## src/rtl/imem_refill_pkg.sv

```systemverilog
// imem_refill_pkg: shared state type and line geometry for the I-cache refill responder
package imem_refill_pkg;
  localparam int LINE_WORDS = 8;
  localparam int WORD_IDX_W = 3;
  localparam int OFFSET_W = 5;
  typedef enum logic [2:0] {IDLE, ISSUE, DRAIN, DONE, FLUSH} refill_state_t;
endpackage

```

## src/rtl/imem_refill_delay.sv

```systemverilog
// imem_refill_delay: MEM_LAT-deep {valid, word index} tracker for reads still in flight
module imem_refill_delay
  import imem_refill_pkg::*;
#(
  parameter int MEM_LAT = 1
) (
  input  logic                  CLK,
  input  logic                  RESET,
  input  logic                  clr,
  input  logic                  in_valid,
  input  logic [WORD_IDX_W-1:0] in_idx,
  output logic                  out_valid,
  output logic [WORD_IDX_W-1:0] out_idx,
  output logic                  empty
);
  logic [MEM_LAT-1:0] v;
  logic [MEM_LAT-1:0][WORD_IDX_W-1:0] idx;
  always_ff @(posedge CLK or posedge RESET)
    if (RESET) begin
      v <= '0;
      idx <= '0;
    end else if (clr) begin
      v <= '0;
      idx <= '0;
    end else begin
      v[0] <= in_valid;
      idx[0] <= in_idx;
      for (int k = 1; k < MEM_LAT; k++) begin
        v[k] <= v[k-1];
        idx[k] <= idx[k-1];
      end
    end
  assign out_valid = v[MEM_LAT-1];
  assign out_idx = idx[MEM_LAT-1];
  assign empty = ~|v;
endmodule

```

## src/rtl/imem_line_refill.sv

```systemverilog
// imem_line_refill: critical-word-first line refill from a word-wide synchronous instruction memory
module imem_line_refill
  import imem_refill_pkg::*;
#(
  parameter int LINE_WORDS = imem_refill_pkg::LINE_WORDS,
  parameter int MEM_LAT = 1,
  parameter int MEM_AW = 14
) (
  input  logic                     CLK,
  input  logic                     RESET,
  input  logic                     req_valid,
  input  logic [31:0]              req_addr,
  output logic                     req_ready,
  input  logic                     abort,
  output logic                     mem_rd_en,
  output logic [MEM_AW-1:0]        mem_addr,
  input  logic [31:0]              mem_rdata,
  output logic                     crit_valid,
  output logic [31:0]              crit_data,
  output logic                     line_valid,
  output logic [31:0]              line_addr,
  output logic [LINE_WORDS*32-1:0] line_data
);
  refill_state_t state, nxt;
  logic [WORD_IDX_W-1:0] s, i, iss_idx, out_idx;
  logic [LINE_WORDS-1:0][31:0] words;
  logic out_valid, empty, accept, clr, take, last, unused_ok;
  assign accept = state == IDLE && req_valid && !abort;
  assign clr = abort && (state == ISSUE || state == DRAIN);
  assign take = out_valid && !clr;
  assign last = take && out_idx == s + WORD_IDX_W'(LINE_WORDS - 1);
  assign iss_idx = s + i;
  assign req_ready = state == IDLE;
  assign mem_rd_en = state == ISSUE && !abort;
  assign mem_addr = mem_rd_en ? {line_addr[MEM_AW+1:OFFSET_W], iss_idx} : '0;
  // The requested word is always the first one issued, so its index equals the start index
  assign crit_valid = take && out_idx == s;
  assign crit_data = crit_valid ? mem_rdata : '0;
  assign line_valid = state == DONE;
  assign line_data = words;
  assign unused_ok = ^req_addr[1:0];
  always_comb begin
    nxt = state;
    case (state)
      IDLE:    nxt = accept ? ISSUE : IDLE;
      ISSUE:   nxt = abort ? FLUSH : (i == WORD_IDX_W'(LINE_WORDS - 1) ? DRAIN : ISSUE);
      DRAIN:   nxt = abort ? FLUSH : (last ? DONE : DRAIN);
      DONE:    nxt = IDLE;
      FLUSH:   nxt = empty ? IDLE : FLUSH;
      default: nxt = IDLE;
    endcase
  end
  always_ff @(posedge CLK or posedge RESET)
    if (RESET) begin
      state <= IDLE;
      line_addr <= '0;
      s <= '0;
      i <= '0;
      words <= '0;
    end else begin
      state <= nxt;
      if (accept) begin
        line_addr <= {req_addr[31:OFFSET_W], OFFSET_W'(0)};
        s <= req_addr[OFFSET_W-1:2];
        i <= '0;
      end
      if (mem_rd_en) i <= i + 1'b1;
      if (take) words[out_idx] <= mem_rdata;
    end
  imem_refill_delay #(.MEM_LAT(MEM_LAT)) u_delay (
    .CLK(CLK),
    .RESET(RESET),
    .clr(clr),
    .in_valid(mem_rd_en),
    .in_idx(iss_idx),
    .out_valid(out_valid),
    .out_idx(out_idx),
    .empty(empty)
  );
endmodule

```

## config.mk

```make
export PLATFORM = sky130hd
export DESIGN_NAME = imem_line_refill
export DESIGN_NICKNAME = d
export VERILOG_FILES = /design/src/rtl/imem_refill_pkg.sv /design/src/rtl/imem_refill_delay.sv /design/src/rtl/imem_line_refill.sv
export SDC_FILE = /design/constraint.sdc
export NUM_CORES = 1
export LEC_CHECK = 0
export CAP_MARGIN = 40
export CORE_MARGIN = 4
export CORE_UTILIZATION = 35
export CTS_BUF_LIST = sky130_fd_sc_hd__clkbuf_8
export CTS_CLUSTER_DIAMETER = 100
export DETAILED_ROUTE_END_ITERATION = 10
export PLACE_DENSITY = 0.69
export REMOVE_ABC_BUFFERS = 1
export SETUP_SLACK_MARGIN = 0.3
export SYNTH_ARGS = -nofsm -noshare
export SYNTH_HDL_FRONTEND = slang
export SYNTH_HIERARCHICAL = 1
export SYNTH_SLANG_ARGS = --single-unit
```

## constraint.sdc

```tcl
create_clock -name CLK -period 29.7 [get_ports CLK]
set_input_delay 4.455 -clock CLK [delete_from_list [all_inputs] [get_ports CLK]]
set_output_delay 4.455 -clock CLK [all_outputs]
set_load 0.02 [all_outputs]
```

==> results of run 1 <==
==> synth_stat cells (all sizes together) <==
master   count  share of area (%)
nand4b       1              0.068
mux2       286                 31
and2        18               0.88
a31o         2               0.14
xnor2        7               0.62
and3b        1              0.068
nand2b       2               0.12
dfrtp      296                 58
nor2b        7               0.34
or4b         2               0.19
ha           4               0.39
a21o         1              0.059
buf         44                3.2
a211oi       1              0.059
xor2         1              0.068
nand3        2              0.078
inv         39                1.1
o41ai        1              0.068
o2111ai      8                1.6
nor2         6               0.18
o21ai        3               0.12
conb         1              0.029
and2b        1              0.059
nand3b       1              0.059
fa           1               0.16
nor3        34                1.3
==> placed cells by master (no fill, tap or decap), types with 2 or more instances in the layout <==
cell type and n:
dfrtp_1 296, a31o_2 2, conb_1 5, buf_16 4
o2111ai_4 8, ha_1 4, clkbuf_8 66, o21ai_0 2
mux2_4 210, clkinvlp_4 2, nor2_1 6, nor2b_1 7
nor3_1 34, inv_1 52, buf_4 13, and2_1 18
buf_12 4, clkdlybuf4s50_1 398, mux2_2 75, xnor2_1 6
clkinv_2 4
==> sequential cells by signal, summed over array words and instances (netlist names) <==
signal / cells
u_delay/out_idx: 3
line_addr: 27
s: 3
state: 3
line_data: 256
i: 3
u_delay/out_valid: 1
==> power breakdown <==
group / switching, mW / internal [mW] / leakage, nW
sequential: 0.100 / 0.563 / 3.85
combinational: 0.389 / 0.470 / 4.43
clock: 0.164 / 0.206 / 0.585
total: 0.653 / 1.24 / 8.87
==> worst min-delay path by stage <==
stage | startpoint | slack [ps] | depth (start not counted) | to
after global routing | line_data[0]$_DFFE_PP0P_ | 520 | 1 | line_data[0]$_DFFE_PP0P_
after detailed placement | line_data[21]$_DFFE_PP0P_ | 480 | 1 | line_data[21]$_DFFE_PP0P_
after CTS | line_data[21]$_DFFE_PP0P_ | 500 | 1 | line_data[21]$_DFFE_PP0P_
after floorplan | state[2]$_DFF_PP0_ | 500 | 1 | state[1]$_DFF_PP0_
after global placement | line_data[21]$_DFFE_PP0P_ | 480 | 1 | line_data[21]$_DFFE_PP0P_
final | line_data[21]$_DFFE_PP0P_ | 500 | 1 | line_data[21]$_DFFE_PP0P_
==> per-layer routing <==
metal  vias to the layer above  part of all wire (%)
met1                      4035                    42
met3                        58                   8.5
met2                       330                    47
met5                         -                     0
met4                         0                   2.6
li1                       3535                     -
==> final cells by class <==
cell class                 count  share of cell area, %
inverter                      39                  0.839
timing repair buffer         420                   23.4
tap                          461                   3.14
clock buffer                  66                   4.95
clock inverter                22                  0.661
sequential                   296                   40.4
multi-input combinational    395                   26.7
==> per-stage QoR <==
step                util [%]  hold WS [ps]
floorplan                  -           497
global placement        47.8           476
detailed placement      48.4           484
CTS                     51.2           499
global route            51.2           515
finish                  51.2           497
==> critical path, stage by stage <==
cell,delay [ps]
clkdlybuf4s50_1,600
nand2b_2,330
o21ai_4,690
buf_4,440
nor3_1,90
clkdlybuf4s50_1,570
==> kinds of logic after synthesis <==
| family | Yosys count | synth area share (%) |
|---|---|---|
| flops | 296 | 57.8 |
| mux | 286 | 31.3 |
| buf+inv | 83 | 4.30 |
| simple gates | 75 | 3.36 |
| compound gates | 16 | 1.99 |
| xor+xnor | 8 | 0.693 |
| fa+ha+maj | 5 | 0.547 |
| other cells | 1 | 0.0293 |
==> results.yml, run 1 <==
worst_setup_path:
  reg2reg_depth: 4
  crit_fanout: 18
  arrival_ps: 7200
  crit_type: "input pin to primary output"
  reg2reg_from: "state[2]$_DFF_PP0_"
  timing.rr.end: "line_data[2]$_DFFE_PP0P_"
  required_ps: 25240
  cp-start-kind: "input pin"
  crit_path_start: "abort"
  end_kind: "primary output"
  reg2reg_slack_ps: 27060
  crit_end: "crit_data[23]"
floorplanning:
  ios: 406
  die_area_um2: 39700
  core_um2: 35800
  core.rowCount: 69
  die_x_um: 199
  initial_utilization_pct: 35.8
  die_height_um: 199
timing:
  layout_setup_ws_ps: 18040
  tns_ps: 0
  setup-violations-final: 0
  finalClockSkew_ps: 23.0
  slew_viol_final: 0
  max-slew-margin-rel_pct: 45.0
  period_needed_ps: 11660
  fmax_mhz: 85.8
  final-hold-violation-count: 0
  min_period_over_period_pct: 39.3
  worstMarginPinSlew_ps: 825
  rsz0062_at_grt: "false"
place:
  placed_area_um2: 17300
  gp_congestion: 0.736
  dp_hpwl_um: 25800
  place_ws_ps: 17970
  portBuffers: 398
  dp_cells: 1611
power_and_ir_drop:
  p_leak_nw: 8.87
  power_mw: 1.89
  powerDensity_nw_per_um2: 103
  ir_worst_vdd_mv: 0.0491
cts:
  cts_buffers: 50
  clkLatencyLatePin_ps: 590
  postCtsSetupRepairBufs: 0
  ctsHoldBuffers: 0
  path_clk_slew_ps: 60
  cts-resized-gates: 0
  clock_path_buffers: 3
  cts_htree_levels: 2
  cts_root_buf: "clkbuf_8"
  tritoncts: "done"
  cts_sinks: 296
finish:
  final_cells: 1699
  final_cell_area_um2: 18400
  antenna_cells: 0
  final-seq-area_um2: 7410
  fillers: 3023
  area_growth_pct: 43.2
  nets: 1275
  multi_input_area_um2: 4900
  drive_above_1_share_pct: 32.1
yosys:
  synthCells: 770
  yosysWarningCount: 6
  ys_seq_elements: 296
  yosysSeqAreaShare_pct: 57.8
  syn_area_um2: 12800
  synth_cell_types: 36
  syn_avg_cell_area_um2: 16.6
grt:
  use_met1_pct: 22.4
  met2_usage_pct: 29.5
  gr-total-overflow: 0
  grt_usage_pct: 17.9
  grt_pass1_vias: 8676
  grt_max_degree: 94
  top_usage_layer: "met2"
  grtUsageMet3_pct: 5.75
  grt_antenna_before_repair: 0
  grt_pass1_wl_um: 54400
min_path:
  worstHoldPathType: "flip-flop to flip-flop"
routing:
  drtAntennaViolNets: 0
  post-route-drc-count: 0
  vias_per_cell: 4.68
  drtIter0Drc: 168
  num_vias: 7958
  drt_pre_antenna_iters: 7
  wirelength_um: 37000
  routedWlPerCell_um: 21.8
status:
  status: "finished, final reports clean"
flow_run:
  maxCapViolCount: 0
(Power assumes the default switching activity.)
==> run 2, diff against run 1 <==
==> constraint.sdc (replaced) <==
create_clock -name CLK -period 11.3 [get_ports CLK]
set_input_delay 1.695 -clock CLK [delete_from_list [all_inputs] [get_ports CLK]]
set_output_delay 1.695 -clock CLK [all_outputs]
set_load 0.02 [all_outputs]
==> run 2 against run 1 <==
  * Clock-buffer cell count is 6 lower
  * Power grew to 2.6 times the previous value
  * Final cell count is 0.35% lower
  * Via count is 0.49% lower
  * Clock power grew to 2.6 times the previous value
  * Worst hold slack better by 4.4 ps
  * Highest routed layer unchanged
  * Clock skew is 6.5 ps lower
  * Sequential power grew to 2.6 times the previous value
  * Critical endpoint is now crit_data[1]
  * Wire length hardly changed
  * Non-clock buffer count stayed put
  * Largest power group unchanged
  * Utilization is 0.063 points lower
  * Cell area is 0.12% lower
==> results.yml, run 2 (same netlist as run 1, synthesis figures left out) <==
cts:
  tritoncts: "done"
  cts-resized-gates: 0
  postCtsSetupRepairBufs: 0
  path_clk_slew_ps: 50
  cts_sinks: 296
  ctsHoldBuffers: 0
  cts_buffers: 50
  clkLatencyLatePin_ps: 600
  cts_root_buf: "clkbuf_8"
  clock_path_buffers: 3
  cts_htree_levels: 2
finish:
  final_common_cell: "clkdlybuf4s50_1"
  final_cell_area_um2: 18300
  final_cell_mix: "clkdlybuf4s50_1, dfrtp_1, mux2_4"
  fillers: 3044
  area_growth_pct: 43.0
  nets: 1275
  largest_reg_flops: 256
  antenna_cells: 0
  drive_above_1_share_pct: 31.8
floorplanning:
  die_height_um: 199
  die_area_um2: 39700
  die_x_um: 199
  core_um2: 35800
  ios: 406
  core.rowCount: 69
  initial_utilization_pct: 35.8
worst_setup_path:
  arrival_ps: 4470
  critPathMaxStageDelay_ps: 680
  end_kind: "primary output"
  crit_family: "buffers and inverters"
  reg2reg_depth: 5
  path_buf_inv: 3
  worst-path-stages: 6
  cp-start-kind: "input pin"
  cp_common_cell: "clkdlybuf4s50_1"
  crit_path_start: "abort"
  crit_chain: "clkdlybuf4s50_1, nand2b_2, o21ai_4, buf_4, nor3_1, clkdlybuf4s50_1"
  crit_type: "input pin to primary output"
  crit_fanout: 18
  crit_end: "crit_data[1]"
  reg2reg_slack_ps: 8760
  timing.rr.end: "line_data[252]$_DFFE_PP0P_"
  required_ps: 9610
  reg2reg_from: "state[1]$_DFF_PP0_"
  slowest_stage: "o21ai_4"
routing:
  top_layer_used: "met4"
  drtAntennaViolNets: 0
  drtIter0Drc: 206
  wl_met2_um: 17500
  num_vias: 7919
  dr_wl_met3_um: 3080
  wl_met1_um: 15500
  drt_pre_antenna_iters: 4
  routedWlPerCell_um: 21.8
  post-route-drc-count: 0
  wirelength_um: 37000
  vias_per_cell: 4.68
timing:
  worstMarginPinSlew_ps: 833
  setup-violations-final: 0
  fmax_mhz: 162
  finalClockSkew_ps: 16.5
  rsz0062_at_grt: "false"
  min_period_over_period_pct: 54.5
  max-slew-margin-rel_pct: 44.5
  tns_ps: 0
  final-hold-violation-count: 0
  slew_viol_final: 0
  period_needed_ps: 6160
place:
  placed_area_um2: 17300
  gp_congestion: 0.735
  dp_hpwl_um: 25700
  portBuffers: 398
power_and_ir_drop:
  ir_worst_vdd_mv: 0.141
  p_leak_nw: 8.86
  powerDensity_nw_per_um2: 271
status:
  status: "finished, final reports clean"
grt:
  grt_pass1_vias: 8643
  grt_max_degree: 109
  grt_pass1_wl_um: 54700
  gr-total-overflow: 0
  grt_antenna_before_repair: 0
  grt_usage_pct: 18.1
flow_run:
  maxCapViolCount: 0
min_path:
  worstHoldPathType: "flip-flop to flip-flop"
  worstHoldStart: "line_data[21]$_DFFE_PP0P_"
-- run 2: power breakdown --
| group | switching [mW] | total (mW) | internal, mW |
|---|---|---|---|
| logic | 1.02 | 2.25 | 1.23 |
| registers | 0.265 | 1.74 | 1.48 |
| clock network | 0.422 | 0.965 | 0.543 |
-- run 2: through the flow --
| stage | setup slack [ps] | std cells | power, mW | utilization, % | hold WS (ps) |
|---|---|---|---|---|---|
| after floorplan | 1540 | 730 | 2.89 | - | 497 |
| after global placement | 5150 | 1602 | 3.97 | 47.8 | 474 |
| after detailed placement | 5120 | 1611 | 4.03 | 48.4 | 490 |
| after CTS | 5110 | 1693 | 5.03 | 51.2 | 505 |
| after global routing | 4990 | 1693 | 5.20 | 51.2 | 514 |
| final | 5140 | 1693 | 4.96 | 51.2 | 501 |
-- run 2: layout make-up --
class / count / area, um2 / share of cell area (%)
Multi-Input combinational cell: 395 / 4900 / 26.7
Clock inverter: 22 / 169 / 0.921
Inverter: 39 / 154 / 0.840
Tap cell: 461 / 577 / 3.15
Sequential cell: 296 / 7410 / 40.4
Timing Repair Buffer: 420 / 4300 / 23.5
Clock buffer: 60 / 826 / 4.50
-- run 2: per-layer routing --
| metal | GRT usage [%] | vias to the layer above |
|---|---|---|
| met3 | 6.39 | 60 |
| met1 | 22.9 | 4014 |
| met5 | 0 | - |
| met2 | 29.4 | 315 |
| met4 | 5.18 | 0 |
| li1 | - | 3530 |
-- run 2: how the worst min path moves through the flow --
stage                                            end  slack [ps]  depth (start not counted)
after global routing      line_data[253]$_DFFE_PP0P_         510                          1
final                      line_data[21]$_DFFE_PP0P_         500                          1
after CTS                  line_data[20]$_DFFE_PP0P_         500                          1
after global placement     line_data[21]$_DFFE_PP0P_         470                          1
after floorplan                   state[1]$_DFF_PP0_         500                          1
after detailed placement  line_data[115]$_DFFE_PP0P_         490                          1
-- run 2: worst register-to-register path: stages, from the launching register on --
cell and delay, ps:
dfrtp_1 530, xnor2_4 640, o2111ai_4 310, buf_16 290, buf_4 280, mux2_4 360
